[src/rtl/time_param_timer.sv]
// Programmable phase-duration register bank with an integrated countdown timer.
// Feeds the light-sequencing FSM with the selected duration and an expiry pulse.
module time_param_timer #(
  parameter int WIDTH = 4,
  parameter int NUM_PARAMS = 3,
  parameter logic [NUM_PARAMS*WIDTH-1:0] DEFAULTS = {4'd2, 4'd3, 4'd6},
  localparam int SEL_W = $clog2(NUM_PARAMS + 1)
) (
  input  logic             clk,
  input  logic             rst_n,
  input  logic             prog_sync,
  input  logic [SEL_W-1:0] selector,
  input  logic [WIDTH-1:0] time_value,
  input  logic [SEL_W-1:0] interval,
  input  logic             start,
  input  logic             tick,
  output logic [WIDTH:0]   value,
  output logic [WIDTH:0]   remaining,
  output logic             busy,
  output logic             expired
);

  localparam logic [SEL_W-1:0] NP_S = SEL_W'(NUM_PARAMS);

  typedef enum logic {
    IDLE,
    RUN
  } state_t;

  state_t           state;
  logic [WIDTH-1:0] param [NUM_PARAMS];
  logic [WIDTH:0]   sel_dur;
  logic [WIDTH-1:0] wr_val;

  always_comb begin
    sel_dur = {1'b0, param[0]};
    for (int i = 0; i < NUM_PARAMS; i++) begin
      if (interval == SEL_W'(i)) sel_dur = {1'b0, param[i]};
    end
    if (interval == NP_S) sel_dur = {param[0], 1'b0};
  end

  // Zero is never a legal duration; clamp to one tick.
  assign wr_val = (time_value == '0) ? WIDTH'(1) : time_value;

  always_ff @(posedge clk or negedge rst_n) begin
    if (!rst_n) begin
      for (int i = 0; i < NUM_PARAMS; i++)
        param[i] <= DEFAULTS[i*WIDTH +: WIDTH];
    end else if (prog_sync) begin
      for (int i = 0; i < NUM_PARAMS; i++) begin
        if (selector == '0)
          param[i] <= DEFAULTS[i*WIDTH +: WIDTH];
        else if (selector == SEL_W'(i + 1))
          param[i] <= wr_val;
      end
    end
  end

  always_ff @(posedge clk or negedge rst_n) begin
    if (!rst_n) value <= '0;
    else        value <= sel_dur;
  end

  always_ff @(posedge clk or negedge rst_n) begin
    if (!rst_n) begin
      state     <= IDLE;
      remaining <= '0;
      busy      <= 1'b0;
      expired   <= 1'b0;
    end else begin
      expired <= 1'b0;
      case (state)
        IDLE: begin
          if (start) begin
            remaining <= sel_dur;
            state     <= RUN;
            busy      <= 1'b1;
          end
        end
        RUN: begin
          if (start) begin
            remaining <= sel_dur;
          end else if (tick && remaining > (WIDTH+1)'(1)) begin
            remaining <= remaining - 1'b1;
          end else if (tick && remaining == (WIDTH+1)'(1)) begin
            remaining <= '0;
            expired   <= 1'b1;
            state     <= IDLE;
            busy      <= 1'b0;
          end
        end
        default: begin
          state <= IDLE;
          busy  <= 1'b0;
        end
      endcase
    end
  end

endmodule

[config.mk]
export PLATFORM = sky130hd
export DESIGN_NAME = time_param_timer
export DESIGN_NICKNAME = d
export VERILOG_FILES = /design/src/rtl/time_param_timer.sv
export SDC_FILE = /design/constraint.sdc
export NUM_CORES = 1
export LEC_CHECK = 0
export BUFFER_PORTS_ARGS = -buffer_cell sky130_fd_sc_hd__buf_2
export CAP_MARGIN = 20
export CORE_ASPECT_RATIO = 0.9
export CORE_MARGIN = 10
export CORE_UTILIZATION = 45
export DETAILED_ROUTE_END_ITERATION = 10
export GPL_ROUTABILITY_DRIVEN = 1
export GPL_TIMING_DRIVEN = 0
export PLACE_DENSITY = 0.78
export SLEW_MARGIN = 20
export SYNTH_ARGS = -nofsm -noshare
export SYNTH_HDL_FRONTEND = slang
export SYNTH_SLANG_ARGS = --single-unit
export TNS_END_PERCENT = 100
[constraint.sdc]
create_clock -name clk -period 3.9 [get_ports clk]
set_clock_uncertainty 0.2 [all_clocks]
set_input_delay 0.585 -clock clk [delete_from_list [all_inputs] [get_ports clk]]
set_output_delay 0.585 -clock clk [all_outputs]
set_load 0.005 [all_outputs]
-- Word-level counts from Yosys, hierarchy flattened
Index checks and enable logic that the tools add are counted.
- flip-flop bits (word level): 25
- output and inout bits: 12
- $add $sub $neg: 1
- magnitude comparators: 1
- equal/unequal tests: 12
- multiplexer cells: 29
- bitwise gates (word level): 1
- reductions and logical operators: 12
- operator list (operator ; number):
    two-way mux 4 bit ; 9
    two-way mux 5 bit ; 5
    two-way mux 1 bit ; 12
    case mux 5 bit (2 select lines) ; 1
    equality test 2 bit, second input constant ; 4
    AND reduction 2 bit ; 4
    inequality test 2 bit, second input constant ; 3
    nonzero test 2 bit ; 3
    equality test 5 x 1 -> 1 bit, second input constant ; 1
    greater-than comparator 5 x 1 -> 1 bit, second input constant ; 1
    subtractor 5 x 1 -> 5 bit, second input constant ; 1
    equality test 2 x 1 -> 1 bit, second input constant ; 2
    logical NOT 4 bit ; 1
    inequality test 4 x 2 -> 1 bit, second input constant ; 1
    case mux 1 bit (2 select lines) ; 2
    AND reduction 4 bit ; 1
    logical AND 1 bit ; 2
    logical NOT 2 bit ; 1
    inequality test 2 x 1 -> 1 bit, second input constant ; 1
    inverter 1 bit ; 1

-- Longest topological paths before layout
- depth in word-level cells: 6
- depth in mapped cells: 6
- gate-level depth less buffers: 6

-- Worst setup path after synthesis
No wires, ideal clock.
- path kind: input-to-reg
- from: input port start
- to: register remaining[3]
- library setup time: 0.121 ns
- data arrival time: 1.737 ns
- data required time: 3.579 ns
- path slack: 1.842 ns
- stages: 6
- buffers on the path: 0
- path through: inv_1 ha_1 nor4b_1 a221oi_4 o21ai_2 a22o_1
- cells in the longest elaborated chain, start to end: 2
- RTL lines (element ; line ; source):
    start, declared ; 15 ; input logic start,
    inequality test 4 x 2 -> 1 bit (no source line), or another cell as far along ; -- ;
    AND reduction 2 bit (no source line) / case mux 5 bit (2 select lines) (equally long branches) ; -- ;
    end signal, assigned ; 76 ; remaining <= sel_dur;
    end signal, assigned ; 83 ; remaining <= sel_dur;
    end signal, assigned ; 85 ; remaining <= remaining - 1'b1;
    end, declared ; 18 ; output logic [WIDTH:0] remaining,
Parallel ways exist; a longest one is shown, timed or not.
A chain may end at the register's enable or synchronous reset.

-- Worst setup path in the final report
- from: register remaining[1]
- to: register remaining[4]
- cells in the longest elaborated chain, start to end: 5
- RTL lines (element ; line ; source):
    greater-than comparator 5 x 1 -> 1 bit ; 84 ; end else if (tick && remaining > (WIDTH+1)'(1)) begin
    logical AND 1 bit ; 84 ;
    two-way mux 5 bit ; 84 ;
    two-way mux 5 bit ; 82 ; if (start) begin
    case mux 5 bit (2 select lines) ; 73 ; case (state)
Parallel ways exist; a longest one is shown, timed or not.

==> impl_metrics.csv <==
group,metric,value,unit
outcome,status,"completed",
synthesis,synth_cells,118,
placement,portBuffers,24,
synthesis,ys_ff_latch,25,
synthesis,synth_top_area_cell,"dfrtp_1",
power_and_ir_drop,intPower,499,uW
critical_path,start_kind,"flop",
cts,ctsResizeCount,0,
global_routing,grt_start_max_net_pins,26,
final_layout,synthToLayoutAreaGrowth,15.4,%
critical_path,critPathRequiredTime,3.97,ns
synthesis,yosys_warnings,0,
critical_path,rr_worst_depth,6,
global_routing,grt_util_met2,18.7,%
final_layout,stdcell_count,186,
power_and_ir_drop,p_comb_share,37.1,%
critical_path,r2r-end,"remaining[4]",
critical_path,cp.arrival,2.07,ns
critical_path,critical_path_class,"reg -> reg",
detailed_routing,drtIter0Drc,100,
timing,setup_tns,0,ns
power_and_ir_drop,ir_drop,230,uV
placement,dpl.hpwl,2120,um
synthesis,netlist_area,0.00130,mm^2
global_routing,grt_pass1_vias,1088,
synthesis,synth_nets,138,
power_and_ir_drop,pwr_density_cell,520,mW/mm^2
synthesis,avgSynthCellArea,11.0,um^2
cts,path_clk_slew,0.14,ns
global_routing,gr-usage-all-layers,10.7,%
critical_path,cpLargestDelayFamily,"compound AO/OA/AOI/OAI gates",
critical_path,rr_startpoint,"remaining[1]",
floorplanning,core,0.00275,mm^2
floorplanning,start_util,47.4,%
cts,cts_buffer_depth,2,
global_routing,use_met1,12.3,%
power_and_ir_drop,p_leak,0.709,nW
synthesis,ys_types,35,
synthesis,synth_top_area_share,38.5,%
detailed_routing,num_vias,1029,
timing,finalHoldViolations,0,
detailed_routing,wire_per_inst,14.7,um
power_and_ir_drop,pwr-share-clk,15.0,%
critical_path,rrSetupSlack,1.90,ns
critical_path,crit_path_end_kind,"flop",
final_layout,drive_gt1_share,28.8,%
cts,cts-root-buf,"clkbuf_4",
detailed_routing,dr.pass1.iters,4,
detailed_routing,post-route-drc-count,0,
synthesis,ys_seq_area_share,48.6,%
critical_path,crit_chain,"inv_1, ha_1, o21bai_1, a211o_4, o31ai_2, a22o_1",
floorplanning,chipWidth,76.7,um
timing,setup_violations,0,
timing,fmax,499,MHz
power_and_ir_drop,p_sw_share,36.2,%
floorplanning,fp-row-count,18,
detailed_routing,viasPerCell,5.53,
synthesis,ys.flop_type,"dfrtp_1",
timing,period_needed,2.00,ns
synthesis,synth_area_leaders,"dfrtp_1, dfstp_2, ha_1",
final_layout,fin_nets,167,
global_routing,antenna_found_initial,0,
floorplanning,fp.dieArea,0.00545,mm^2
cts,cts.sinks,25,
timing,hold_ws,0.0268,ns
critical_path,critPathMaxStageDelay,0.47,ns
cts,h-tree-depth,1,
timing,worst_slew_pin_slew,0.530,ns
flow_run,maxCapViolations,0,
synthesis,synth_edf_count,0,
hold_path,hold_class,"in -> async",
floorplanning,io-pin-count,25,
cts,cts_hold_buf,0,
global_routing,grt_pass1_wl,4920,um
critical_path,slowest_stage,"dfrtp_1",
placement,place_inst,182,
cts,cts_setup_buffers,0,
critical_path,path_max_fanout,7,
global_routing,busiest_layer,"met2",
final_layout,antenna_cells,0,
timing,slew_violations,0,
global_routing,grt_overflow,0,
critical_path,critical_path_buf_inv_count,1,
timing,period_share,51.4,%
timing,rsz0062_at_grt,"false",
detailed_routing,ant_nets,0,
power_and_ir_drop,switchingPower,283,uW
power_and_ir_drop,p_seq_share,47.9,%
global_routing,grt_use_met3,2.53,%
detailed_routing,wirelength,2730,um
floorplanning,die_h,71.0,um
synthesis,async_reset_ff_share,100,%
placement,place_congestion,0.794,
timing,relSlewSlack,64.7,%
cts,cts_buffers,3,
critical_path,cp-startpoint,"remaining[1]",
cts,clock_latency,0.31,ns
cts,cts_tree,"done",
[state kept, by name, indices dropped and copies added (netlist names)]
register,count
param,12
expired,1
busy,1
value,5
state,1
remaining,5
[cell usage after synthesis (2+ instances only)]
cell type  number
o21ai_0         5
o21a_1          2
o21ai_1         6
a22o_1          6
nand2b_1        5
inv_1           7
nand4_1         2
dfstp_2         5
mux4_2          3
o22a_1          2
a2bb2oi_1       2
clkbuf_1        2
nand2_1        13
nor3_1          2
nor2_1          9
a21oi_1         3
ha_1            7
dfrtp_1        20
[how the worst max path moves through the flow]
stage,end,depth (start not counted)
after CTS,remaining[4],6
after global routing,remaining[4],5
after floorplan,remaining[3],6
after detailed placement,remaining[4],7
after global placement,remaining[3],7
final,remaining[4],6
[power by group through the flow]
stage / Sequential, mW / Clock, mW / Combinational [mW]
after floorplan: 0.372 / 0 / 0.200
after global placement: 0.375 / 0 / 0.282
after detailed placement: 0.379 / 0 / 0.293
after CTS: 0.374 / 0.121 / 0.295
after global routing: 0.387 / 0.130 / 0.330
final: 0.374 / 0.117 / 0.290
[cell families after synthesis]
family / share of synthesized area, %
compound gates: 21.0
fa+ha+maj: 6.73
buf+inv: 3.46
flops: 48.6
mux: 5.96
simple gates: 14.3
[through the flow]
stage                     setup WS [ns]  utilization [%]  instance area, um^2  total power [mW]
after floorplan                    1.84                -                 1300             0.572
after global placement             1.67             53.6                 1470             0.657
after detailed placement           1.62             53.6                 1470             0.672
after CTS                          1.90             54.6                 1500             0.790
after global routing               1.74             54.6                 1500             0.847
final                              1.90             54.6                 1500             0.781
[routing by layer]
layer,part of all wire [%],vias to the layer above
met5,0,-
met4,0.84,0
met3,4.5,2
met2,52,23
met1,43,520
li1,-,484
[placed cells by master (no fill, tap or decap), drive strengths merged, types with 2 or more instances in the layout]
cell     instances
inv              7
mux4             3
nor2             9
a2bb2oi          2
clkbuf           5
o21a             2
ha               7
o31ai            2
nor3             3
nand4            2
a21oi            3
o21ai           12
dfstp            5
o22a             2
nand2b           5
buf             25
dfrtp           20
nand2           13
a22o             6
[final cells by class]
type	count	area (um^2)
Buffer	3	18.8
Clock buffer	3	22.5
Clock inverter	1	7.51
Fill cell	255	1250
Inverter	7	26.3
Multi-Input combinational cell	83	624
Sequential cell	25	632
Tap cell	40	50.0
Timing Repair Buffer	24	120
(Power assumes the default switching activity.)
